`src/rtl/audio_mixer_nch.sv`:
```
// N-channel PCM mixer with per-channel 4-bit left/right volumes, sequential
// multiply-accumulate, output saturation and first-order sigma-delta DACs.
module audio_mixer_nch #(
    parameter int NCH  = 4,
    parameter int W    = 8,
    parameter int OUTW = 10
) (
    input  logic              clk,
    input  logic              rst_n,
    input  logic              sample_stb,
    input  logic [NCH*W-1:0]  ch_data,
    input  logic              cfg_we,
    input  logic [2:0]        cfg_addr,
    input  logic [7:0]        cfg_data,
    output logic [OUTW-1:0]   mix_l,
    output logic [OUTW-1:0]   mix_r,
    output logic              mix_valid,
    output logic              overrun,
    output logic              audio_left,
    output logic              audio_right
);

    localparam int AW = W + 4 + $clog2(NCH + 1);
    localparam int IW = (NCH > 1) ? $clog2(NCH) : 1;
    localparam int CW = (AW > OUTW) ? AW : OUTW + 1;
    localparam logic [CW-1:0] MIX_MAX = CW'((2 ** OUTW) - 1);

    typedef enum logic [1:0] {IDLE, ACC, SAT} state_t;

    state_t        state;
    logic [3:0]    vol_l   [NCH];
    logic [3:0]    vol_r   [NCH];
    logic [3:0]    snap_vl [NCH];
    logic [3:0]    snap_vr [NCH];
    logic [W-1:0]  snap_s  [NCH];
    logic [IW-1:0] idx;
    logic [AW-1:0] acc_l;
    logic [AW-1:0] acc_r;
    logic [AW-1:0] prod_l;
    logic [AW-1:0] prod_r;
    logic [W-1:0]  cur_s;
    logic [3:0]    cur_vl;
    logic [3:0]    cur_vr;
    logic [CW-1:0] scaled_l;
    logic [CW-1:0] scaled_r;
    logic [OUTW:0] dac_l;
    logic [OUTW:0] dac_r;

    // Channel select for the current accumulation step (snapshot copies only).
    always_comb begin
        cur_s  = '0;
        cur_vl = '0;
        cur_vr = '0;
        for (int unsigned i = 0; i < NCH; i++) begin
            if (idx == IW'(i)) begin
                cur_s  = snap_s[i];
                cur_vl = snap_vl[i];
                cur_vr = snap_vr[i];
            end
        end
        prod_l   = AW'(cur_s) * AW'(cur_vl);
        prod_r   = AW'(cur_s) * AW'(cur_vr);
        scaled_l = CW'(acc_l >> 4);
        scaled_r = CW'(acc_r >> 4);
    end

    always_ff @(posedge clk) begin
        if (!rst_n) begin
            state     <= IDLE;
            acc_l     <= '0;
            acc_r     <= '0;
            idx       <= '0;
            mix_l     <= '0;
            mix_r     <= '0;
            mix_valid <= 1'b0;
            overrun   <= 1'b0;
            for (int unsigned i = 0; i < NCH; i++) begin
                vol_l[i]   <= '1;
                vol_r[i]   <= '1;
                snap_vl[i] <= '0;
                snap_vr[i] <= '0;
                snap_s[i]  <= '0;
            end
        end else begin
            mix_valid <= 1'b0;
            for (int unsigned i = 0; i < NCH; i++) begin
                if (cfg_we && (cfg_addr == 3'(i))) begin
                    vol_l[i] <= cfg_data[7:4];
                    vol_r[i] <= cfg_data[3:0];
                end
            end
            case (state)
                IDLE: begin
                    if (sample_stb) begin
                        for (int unsigned i = 0; i < NCH; i++) begin
                            snap_s[i]  <= ch_data[i*W +: W];
                            snap_vl[i] <= vol_l[i];
                            snap_vr[i] <= vol_r[i];
                        end
                        acc_l <= '0;
                        acc_r <= '0;
                        idx   <= '0;
                        state <= ACC;
                    end
                end
                ACC: begin
                    if (sample_stb) overrun <= 1'b1;
                    acc_l <= acc_l + prod_l;
                    acc_r <= acc_r + prod_r;
                    if (idx == IW'(NCH - 1)) begin
                        state <= SAT;
                    end else begin
                        idx <= idx + 1'b1;
                    end
                end
                SAT: begin
                    // A strobe coinciding with the return to IDLE is still busy.
                    if (sample_stb) overrun <= 1'b1;
                    mix_l     <= (scaled_l > MIX_MAX) ? '1 : scaled_l[OUTW-1:0];
                    mix_r     <= (scaled_r > MIX_MAX) ? '1 : scaled_r[OUTW-1:0];
                    mix_valid <= 1'b1;
                    state     <= IDLE;
                end
                default: state <= IDLE;
            endcase
        end
    end

    always_ff @(posedge clk) begin
        if (!rst_n) begin
            dac_l <= '0;
            dac_r <= '0;
        end else begin
            dac_l <= {1'b0, dac_l[OUTW-1:0]} + {1'b0, mix_l};
            dac_r <= {1'b0, dac_r[OUTW-1:0]} + {1'b0, mix_r};
        end
    end

    assign audio_left  = dac_l[OUTW];
    assign audio_right = dac_r[OUTW];

endmodule
```
`config.mk`:
```
export PLATFORM = sky130hd
export DESIGN_NAME = audio_mixer_nch
export DESIGN_NICKNAME = d
export VERILOG_FILES = /design/src/rtl/audio_mixer_nch.sv
export SDC_FILE = /design/constraint.sdc
export NUM_CORES = 1
export LEC_CHECK = 0
export CAP_MARGIN = 25
export CORE_MARGIN = 1.5
export CORE_UTILIZATION = 29
export DETAILED_ROUTE_END_ITERATION = 12
export MAX_ROUTING_LAYER = met4
export PLACE_DENSITY = 0.47
export SLEW_MARGIN = 15
export SYNTH_ARGS = -nofsm -noshare
export SYNTH_HDL_FRONTEND = slang
export SYNTH_SLANG_ARGS = --single-unit
```
`constraint.sdc`:
```
create_clock -name clk -period 7.4 [get_ports clk]
set_clock_uncertainty 0.1 [all_clocks]
set_input_delay 1.11 -clock clk [delete_from_list [all_inputs] [get_ports clk]]
set_output_delay 1.11 -clock clk [all_outputs]
set_load 0.02 [all_outputs]
```
==> results of run 1 <==
## routing by layer
metal  vias up  track usage, %  wire, um
met5         -               -         0
met4         0           3.906       284
met3        17           2.534       775
met2        91           21.15     10180
met1      3392           20.77     12570
li1       3708               -         -
## logic make-up after synthesis
kind of cell / Yosys count / synth area share (%)
compound gates: 215 / 12.37
xor+xnor: 22 / 1.869
fa+ha+maj: 116 / 17.29
buf+inv: 154 / 5.790
flops: 174 / 43.12
mux: 2 / 0.1942
simple gates: 386 / 19.37
## flip-flops by register name, indices dropped and copies added (netlist names)
name,flops
acc_r,15
idx,2
snap_vr,16
acc_l,15
state,2
vol_l,16
mix_r,10
dac_r,11
vol_r,16
mix_l,10
mix_valid,1
dac_l,11
snap_s,32
overrun,1
snap_vl,16
## worst max-delay path: stages, from the launching register on
cell	delay, ns
dfxtp_1	0.42
ha_1	0.78
nand3b_1	0.20
a21oi_1	0.08
a21oi_1	0.16
nor2_1	0.07
a21oi_1	0.61
nor2_1	0.14
fa_1	0.54
fa_1	0.54
inv_1	0.06
fa_1	0.49
inv_1	0.04
ha_1	0.34
a21oi_1	0.16
nor2b_1	0.06
a311o_2	0.40
a41oi_4	0.30
mux2i_1	0.22
nand2_1	0.06
## cell type report
cell class                      instances  area (um2)  area share, %
Tap cell                              455       569.3          4.707
Timing Repair Buffer                   81       775.7          6.414
Inverter                              116       435.4          3.600
Clock buffer                           17       425.4          3.517
Sequential cell                       174        4444          36.74
Multi-Input combinational cell        741        5271          43.58
Clock inverter                         15       173.9          1.438
## stage by stage
stage,std cells,total power [mW],instance area (um2),hold WS [ns],utilization [%]
2_1_floorplan,1069,1.504,10310,0.3412,-
3_3_place_gp,1565,1.668,11480,0.3752,32.99
3_5_place_dp,1567,1.671,11490,0.3796,33.03
4_1_cts,1599,2.600,12090,0.3912,34.75
5_1_grt,1599,2.721,12100,0.4234,34.76
6_report,1599,2.562,12100,0.3908,34.76
## worst paths after layout
| check | slack (ns) | endpoint | cells past startpoint | start |
|---|---|---|---|---|
| worst max-delay path | 1.51 | acc_l[12] | 19 | idx[0] |
| worst min-delay path | 0.39 | acc_r[8] | 2 | acc_r[8] |
| worst min register to register | 0.39 | acc_r[8] | 2 | acc_r[8] |
| worst max register to register | 1.51 | acc_l[12] | 19 | idx[0] |
## cell usage in the layout (no fill, tap or decap), drive strengths merged, types with 3 or more instances in the layout
cell / instances
o211ai: 4
nand2: 61
o21a: 3
clkinv: 4
edfxtp: 96
a21boi: 3
nor3: 7
nor2: 115
xnor2: 12
buf: 12
o21ai: 51
clkdlybuf4s50: 69
nor3b: 4
clkbuf: 17
and3b: 3
ha: 72
xor2: 10
nand3b: 16
nand4: 7
a21oi: 108
and2: 76
or3: 3
o22ai: 4
nand3: 12
a21o: 11
inv: 127
dfxtp: 78
or2: 41
nor2b: 27
o21bai: 4
fa: 44
a22oi: 12
and3: 5
nand2b: 6
## power groups by stage
stage / registers [mW] / logic [mW] / clock network (mW)
3_3_place_gp: 1.13 / 0.534 / 0
2_1_floorplan: 1.12 / 0.381 / 0
5_1_grt: 1.12 / 0.613 / 0.989
6_report: 1.11 / 0.531 / 0.919
3_5_place_dp: 1.13 / 0.537 / 0
4_1_cts: 1.11 / 0.544 / 0.944
==> Implementation_results.wiki, run 1 <==
{| class="wikitable"
! Metric !! Value
|-
| Clock sink count || 174
|-
| Top-area cell type share of the netlist area || 27.97%
|-
| Number of vias per cell after detailed routing || 4.508
|-
| Placer congestion estimate || 0.8044
|-
| Slew Viols, Final || 0
|-
| Fill cell total of the finished layout || 3527
|-
| Startpoint type of the worst setup path || register
|-
| Die width || 191.5 um
|-
| Sw Pwr || 0.8149 mW
|-
| Number of levels in the clock H-tree || 4
|-
| CTS Root Cell || clkbuf_16
|-
| Share of total power in sequential cells || 43.4%
|-
| Via count of the first global-routing pass || 7538
|-
| Sequential share of the synthesized area || 43.12%
|-
| Synth Instances || 1069
|-
| Post-synth design cell area || 10310 um2
|-
| Die area || 36680 um2
|-
| Syn_nets || 1232
|-
| Synthesized area per cell || 9.642 um2
|-
| Path type of the worst min-delay path || reg2reg
|-
| TritonCTS buffer count || 17
|-
| Number of primary I/O pins || 71
|-
| Die height || 191.5 um
|-
| Core region area || 34800 um2
|-
| Effective utilization at floorplan || 29.62%
|-
| PnR worst setup slack || 1.514 ns
|-
| Final Hold Violating Endpoints || 0
|-
| Worst-Skew Late Latency || 0.45 ns
|-
| P_leak || 4.936 nW
|-
| Distinct cell type count after synthesis || 56
|-
| Relative max-transition margin || 40.42%
|-
| Area growth syn-to-layout || 17.35%
|-
| FP Rows || 68
|-
| Top area cells in the synthesized netlist || edfxtp_1, dfxtp_1, ha_1, fa_1, a21oi_1
|-
| Antenna violations before repair || 0
|-
| Combined global-route utilization of all metal layers || 14.57%
|-
| Seq cells post-synth || 174
|-
| Count of hold buffers inserted by post-cts repair || 0
|-
| Share of total power in combinational logic || 20.7%
|-
| Required time at the endpoint of the critical path || 7.65 ns
|-
| Per-cell routed wire length || 14.89 um
|-
| Count of final setup violators || 0
|-
| Power Dens Cells || 211.8 nW/um2
|-
| Global route overflow || 0
|-
| Post-CTS sizing || 0
|-
| Kind of end point of the critical path || register
|-
| Post-CTS setup-driven buffer insertion count || 0
|-
| Maximum number of pins on one net before global-route repair || 65
|-
| Worst-Margin Slew || 0.8936 ns
|-
| Library cell with the largest summed area after synthesis || edfxtp_1
|-
| Number of enable-type register cells in the synthesized netlist || 96
|-
| Maximum buffer depth of the clock tree || 2
|-
| Clock-pin transition on the worst setup and hold timing paths || 0.08 ns
|-
| Share of the clock period used by the worst path || 79.54%
|-
| CTS tree || yes
|-
| Internal Pwr Total || 1.747 mW
|-
| Ratio of cells with drive above 1 in the final layout || 8.217%
|-
| Layout Nets || 1294
|-
| Starting DRT DRC Count || 412
|-
| Remaining routing DRC violations || 0
|-
| Max-capacitance violation count || 0
|-
| Fraction of power spent switching nets || 31.81%
|-
| Count of antenna-violating nets left after detailed routing || 0
|-
| Clock network power share || 35.9%
|-
| Setup CP Type || reg2reg
|-
| Pre-CTS setup slack || 1.407 ns
|-
| Synth top cells by count || inv_1, nor2_1, a21oi_1, edfxtp_1, dfxtp_1
|-
| Maximum clock rate || 0.1699 GHz
|-
| Largest vdd supply drop || 0.1699 mV
|-
| Final total negative setup slack || 0 ns
|-
| Unrepaired setup endpoints after global routing || no
|-
| Port Buffers || 70
|-
| Library cell with the highest instance count after synthesis || inv_1
|-
| Total wirelength of the detailed-routed design || 23.82 mm
|-
| Arrival time of the worst setup path || 6.13 ns
|-
| Post-route minimum period || 5.886 ns
|-
| Antenna Diode Count || 0
|-
| Worst-path fanout max || 32
|-
| Top flip-flop cell by instance count after synthesis || edfxtp_1
|-
| Wire length of the first global-routing pass || 40.05 mm
|-
| Yosys warning count || 0
|-
| Ys async rst share || 0%
|-
| Status || finished, final reports clean
|-
| Vias post-DR || 7208
|-
| Half-perimeter wire length of the detailed placement result || 17.45 mm
|-
| Iteration count of the initial detailed-routing pass || 4
|}
Note: power is estimated with default switching activity, not from simulation.
==> inputs of run 2 (changes only) <==
Settings changed: PLACE_DENSITY 0.47 to 0.49.
Clock period 7.4 ns to 5.3 ns, I/O delays scaled along.
==> Implementation_results.wiki, run 2 (synthesis gave the netlist of run 1 again) <==
{| class="wikitable"
! Metric !! Value
|-
| Status || finished, final reports clean
|-
| Hold Path Cell Cnt || 2
|-
| Min-delay src || acc_r[7]
|-
| Die height || 191.5 um
|-
| Startpoint type of the worst setup path || register
|-
| Most common cell after layout, fill and taps aside || inv_1
|-
| Maximum clock rate || 0.1997 GHz
|-
| Per-cell routed wire length || 14.74 um
|-
| Max-capacitance violation count || 0
|-
| Number of primary I/O pins || 71
|-
| Share of the clock period used by the worst path || 94.46%
|-
| Port Buffers || 70
|-
| Count of final setup violators || 0
|-
| Core region area || 34800 um2
|-
| Area of combinational cells with multiple inputs || 5334 um2
|-
| Clock sink count || 174
|-
| Final Instance Count excl. Fillers || 1617
|-
| Total wirelength of the detailed-routed design || 23.84 mm
|-
| Antenna Diode Count || 0
|-
| Flip-flop and latch area || 4444 um2
|-
| Post-route minimum period || 5.007 ns
|-
| Pre-CTS setup slack || -0.1177 ns
|-
| Required time at the endpoint of the critical path || 5.53 ns
|-
| Global route overflow || 0
|-
| Clock-pin transition on the worst setup and hold timing paths || 0.08 ns
|-
| Post-CTS setup-driven buffer insertion count || 0
|-
| Maximum number of pins on one net before global-route repair || 65
|-
| Combined global-route utilization of all metal layers || 14.37%
|-
| Relative max-transition margin || 44.74%
|-
| Die width || 191.5 um
|-
| Slew Viols, Final || 0
|-
| Worst-Margin Slew || 0.8289 ns
|-
| Count of hold buffers inserted by post-cts repair || 0
|-
| Starting DRT DRC Count || 405
|-
| P_leak || 5.024 nW
|-
| Cells after DPL || 1584
|-
| Placer congestion estimate || 0.8189
|-
| Die area || 36680 um2
|-
| Number of levels in the clock H-tree || 4
|-
| Half-perimeter wire length of the detailed placement result || 17.59 mm
|-
| Kind of end point of the critical path || register
|-
| Power Dens Cells || 291.1 nW/um2
|-
| Flip-flop count of the largest register after layout || 32
|-
| R2R depth || 19
|-
| RR Startpoint || idx[1]
|-
| Total cell area at the placement stage || 11650 um2
|-
| Arrival time of the worst setup path || 5.24 ns
|-
| Launching element of the worst setup path || idx[1]
|-
| Layout Nets || 1312
|-
| Worst-Skew Late Latency || 0.45 ns
|-
| Final Hold Violating Endpoints || 0
|-
| Fill cell total of the finished layout || 3583
|-
| Effective utilization at floorplan || 29.62%
|-
| Largest vdd supply drop || 0.2424 mV
|-
| CTS tree || yes
|-
| Antenna violations before repair || 0
|-
| Vias post-DR || 7289
|-
| Remaining routing DRC violations || 0
|-
| Path type of the worst min-delay path || reg2reg
|-
| Wire length of the first global-routing pass || 39.52 mm
|-
| TritonCTS buffer count || 17
|-
| Count of antenna-violating nets left after detailed routing || 0
|-
| FP Rows || 68
|-
| Area of all placed cells without fillers || 12310 um2
|-
| Highest-count cells in the layout ignoring fill and taps || inv_1, nor2_1, a21oi_1
|-
| CTS Root Cell || clkbuf_16
|-
| Setup CP Type || reg2reg
|-
| Number of vias per cell after detailed routing || 4.508
|-
| Register bank with the most flops || snap_s
|-
| Iteration count of the initial detailed-routing pass || 6
|-
| Unrepaired setup endpoints after global routing || no
|-
| Ratio of cells with drive above 1 in the final layout || 10.50%
|-
| Worst-path fanout max || 32
|-
| Maximum buffer depth of the clock tree || 2
|-
| Area growth syn-to-layout || 19.39%
|-
| Via count of the first global-routing pass || 7506
|-
| PnR worst setup slack || 0.2934 ns
|}
run 2: critical path, stage by stage (launching register included):
cell	delay (ns)
dfxtp_1	0.33
inv_1	0.08
ha_1	0.22
buf_12	0.17
nand3b_1	0.18
a21oi_2	0.17
a21oi_1	0.05
nor2_1	0.09
a21oi_1	0.12
or2_2	0.35
fa_1	0.57
fa_1	0.45
fa_1	0.52
inv_1	0.04
ha_1	0.30
nor2b_2	0.17
a311o_2	0.44
a41oi_4	0.30
xor2_1	0.18
o21ai_1	0.07
run 2: power breakdown:
group	switching [mW]	internal (mW)	leakage, nW
Combinational	0.471	0.310	3.10
Sequential	0.0338	1.52	1.64
Clock	0.613	0.638	0.280
Total	1.12	2.46	5.02
run 2: metrics by stage:
stage | TNS, ns | utilization (%) | hold WS, ns | power, mW
floorplan | 0 | - | 0.3412 | 2.100
detailed placement | -0.3867 | 33.49 | 0.3834 | 2.353
finish | 0 | 35.36 | 0.3920 | 3.582
CTS | 0 | 35.18 | 0.3940 | 3.624
global route | 0 | 35.36 | 0.4142 | 3.804
global placement | -0.08422 | 33.43 | 0.3698 | 2.354
run 2: repair_timing:
item	4_1_cts	5_1_grt
gates resized for setup	2	12
gates cloned	0	0
setup endpoints to repair	7	17
pin swaps	0	2
run 2: worst paths after layout:
path	end	slack, ns
worst max register to register	acc_l[10]	0.29
worst min register to register	acc_r[7]	0.39
worst min-delay path	acc_r[7]	0.39
worst max-delay path	acc_l[10]	0.29
run 2: cell type report:
cell class	instances	area share (%)
clock inverter	14	1.159
timing repair buffer	99	7.646
tap	455	4.626
clock buffer	18	3.569
sequential	174	36.12
multi-input combinational	741	43.35
inverter	116	3.538
run 2: metal layers:
layer	vias to the layer above	GRT usage, %	wire length (um)
met2	78	20.93	10340
met4	0	3.906	263
li1	3751	-	-
met3	18	2.644	621
met1	3442	20.32	12620
met5	-	-	0
==> inputs of run 3 (changes only) <==
Settings changed: CORE_MARGIN 1.5 to 1.
Clock period 5.3 ns to 4.4 ns, I/O delays scaled along.
==> Implementation_results.wiki, run 3 (synthesis gave the netlist of run 1 again) <==
{| class="wikitable"
! Metric !! Value
|-
| Status || finished with violations
|-
| Violations in the final reports || negative setup slack
|-
| Launching element of the worst setup path || idx[1]
|-
| Area of all placed cells without fillers || 13740 um2
|-
| Total power || 4.903 mW
|-
| Total cell area at the placement stage || 12210 um2
|-
| Fraction of power spent switching nets || 31.64%
|-
| Register bank with the most flops || snap_s
|-
| Share of the clock period used by the worst path || 105.3%
|-
| Setup CP Type || reg2reg
|-
| Placer congestion estimate || 0.8338
|-
| Total wirelength of the detailed-routed design || 25.88 mm
|-
| Half-perimeter wire length of the detailed placement result || 18.48 mm
|-
| Internal Pwr Total || 3.352 mW
|-
| Most common cell after layout, fill and taps aside || inv_1
|-
| Number of primary I/O pins || 71
|-
| Required time at the endpoint of the critical path || 4.69 ns
|-
| Die height || 190.5 um
|-
| Global route overflow || 0
|-
| Ratio of cells with drive above 1 in the final layout || 26.60%
|-
| Vias post-DR || 7739
|-
| Remaining routing DRC violations || 0
|-
| PnR worst setup slack || -0.2345 ns
|-
| Maximum number of pins on one net before global-route repair || 65
|-
| Highest-count cells in the layout ignoring fill and taps || inv_1, edfxtp_1, buf_4
|-
| Worst-Margin Slew || 0.6962 ns
|-
| Clock network power share || 31.7%
|-
| FF-to-FF End || acc_l[14]
|-
| Largest vdd supply drop || 0.2963 mV
|-
| Post-route minimum period || 4.635 ns
|-
| Number of vias per cell after detailed routing || 4.534
|-
| P_leak || 5.520 nW
|-
| Arrival time of the worst setup path || 4.93 ns
|-
| Worst-Skew Late Latency || 0.46 ns
|-
| Iteration count of the initial detailed-routing pass || 4
|-
| CP bufs+invs || 7
|-
| Core region area || 34800 um2
|-
| Combined global-route utilization of all metal layers || 15.53%
|-
| RR Startpoint || idx[1]
|-
| Cell breakdown of the critical path || inv_2, buf_6, ha_4, buf_6, buf_6, nand3b_1, a21oi_1, a21oi_1, nor2_1, a21oi_2, buf_4, nor2_2, fa_1, fa_1, inv_1, fa_1, inv_2, ha_4, and2_4, a41oi_4, or4_4, o211ai_2
|-
| Flip-flop count of the largest register after layout || 32
|-
| FP Rows || 68
|-
| TritonCTS buffer count || 17
|-
| R2R depth || 22
|-
| Port Buffers || 70
|-
| Clock sink count || 174
|-
| Share of total power in sequential cells || 38.3%
|-
| Via count of the first global-routing pass || 7936
|-
| Count of final setup violators || 17
|-
| Per-cell routed wire length || 15.16 um
|-
| Kind of end point of the critical path || register
|-
| Slew Viols, Final || 0
|-
| Share of total power in combinational logic || 30.0%
|-
| Sw Pwr || 1.551 mW
|-
| Number of levels in the clock H-tree || 4
|-
| Maximum buffer depth of the clock tree || 2
|-
| CP max stage cell || fa_1
|-
| Antenna violations before repair || 0
|-
| Power Dens Cells || 356.8 nW/um2
|-
| Effective utilization at floorplan || 29.62%
|-
| Worst-path fanout max || 6
|-
| Relative max-transition margin || 53.59%
|-
| Layout Nets || 1402
|-
| Endpoint of the worst setup timing path || acc_l[14]
|-
| Startpoint type of the worst setup path || register
|-
| Unrepaired setup endpoints after global routing || yes
|-
| Max-capacitance violation count || 0
|-
| Internal reg-to-reg setup slack || -0.23 ns
|-
| Starting DRT DRC Count || 355
|-
| Cell depth of the worst setup path || 22
|-
| CTS Root Cell || clkbuf_16
|-
| Die width || 190.5 um
|-
| Maximum clock rate || 0.2158 GHz
|-
| Delay of the slowest critical-path stage || 0.54 ns
|-
| Fill cell total of the finished layout || 3389
|-
| Top Family by Delay on Critical Path || adder cells
|-
| Clock-pin transition on the worst setup and hold timing paths || 0.08 ns
|-
| CTS tree || yes
|-
| Antenna Diode Count || 0
|-
| Count of antenna-violating nets left after detailed routing || 0
|-
| Wire length of the first global-routing pass || 42.15 mm
|-
| Path type of the worst min-delay path || reg2reg
|-
| Area growth syn-to-layout || 33.30%
|-
| Final Hold Violating Endpoints || 0
|-
| Die area || 36300 um2
|}
-- run 3: metrics by stage --
step	hold slack (ns)	worst slack, ns	utilization [%]	setup TNS (ns)	cells
5_1_grt	0.4071	-0.4326	39.48	-6.596	1707
4_1_cts	0.3739	-0.2729	38.52	-2.612	1695
3_3_place_gp	0.3728	-0.4123	35.08	-5.963	1632
6_report	0.3705	-0.2345	39.48	-2.295	1707
2_1_floorplan	0.3412	-0.003791	-	-0.003791	1069
3_5_place_dp	0.3749	-0.4562	35.09	-6.493	1633
-- run 3: how the worst min path moves through the flow --
stage / endpoint / slack [ns] / start / cells after the start
after floorplan: acc_l[10] / 0.34 / acc_l[10] / 2
after global placement: acc_r[10] / 0.37 / acc_r[10] / 2
after detailed placement: acc_r[9] / 0.37 / acc_r[9] / 2
after CTS: acc_r[10] / 0.37 / acc_r[10] / 2
after global routing: acc_r[10] / 0.41 / acc_r[10] / 2
final: acc_r[9] / 0.37 / acc_r[9] / 2
-- run 3: area by class of cell --
class | count | area [um2] | area share (%)
Clock buffer | 17 | 425.4 | 3.096
Clock inverter | 15 | 163.9 | 1.193
Inverter | 116 | 435.4 | 3.169
Multi-Input combinational cell | 741 | 5972 | 43.47
Sequential cell | 174 | 4449 | 32.38
Tap cell | 455 | 569.3 | 4.144
Timing Repair Buffer | 189 | 1724 | 12.55
-- run 3: routing by layer --
| metal | vias to the layer above | share of wire (%) | global-route usage, % |
|---|---|---|---|
| li1 | 3931 | - | - |
| met1 | 3680 | 51 | 21.34 |
| met2 | 106 | 44 | 23.05 |
| met3 | 22 | 3.6 | 3.147 |
| met4 | 0 | 1.3 | 4.277 |
| met5 | - | 0 | - |
-- run 3: worst min-delay path, delay by kind of cell, from the launching register on --
family	cells	cell delay, ns
compound gates	1	0.05
flops	1	0.33
simple gates	1	0.06
-- run 3: power by group through the flow --
stage	combinational (mW)	sequential, mW	clock [mW]
global route	1.63	1.89	1.65
floorplan	0.720	1.89	0
finish	1.47	1.88	1.55
global placement	1.13	1.91	0
detailed placement	1.13	1.91	0
CTS	1.36	1.88	1.60
-- run 3: repair_timing --
| item | 4_1_cts | 5_1_grt |
|---|---|---|
| endpoints found under the setup margin | 21 | 23 |
| setup buffers | 33 | 13 |
| pin swaps | 82 | 39 |
| resized for setup | 94 | 63 |
| hold buffers | 0 | 0 |
| cloned | 1 | 0 |
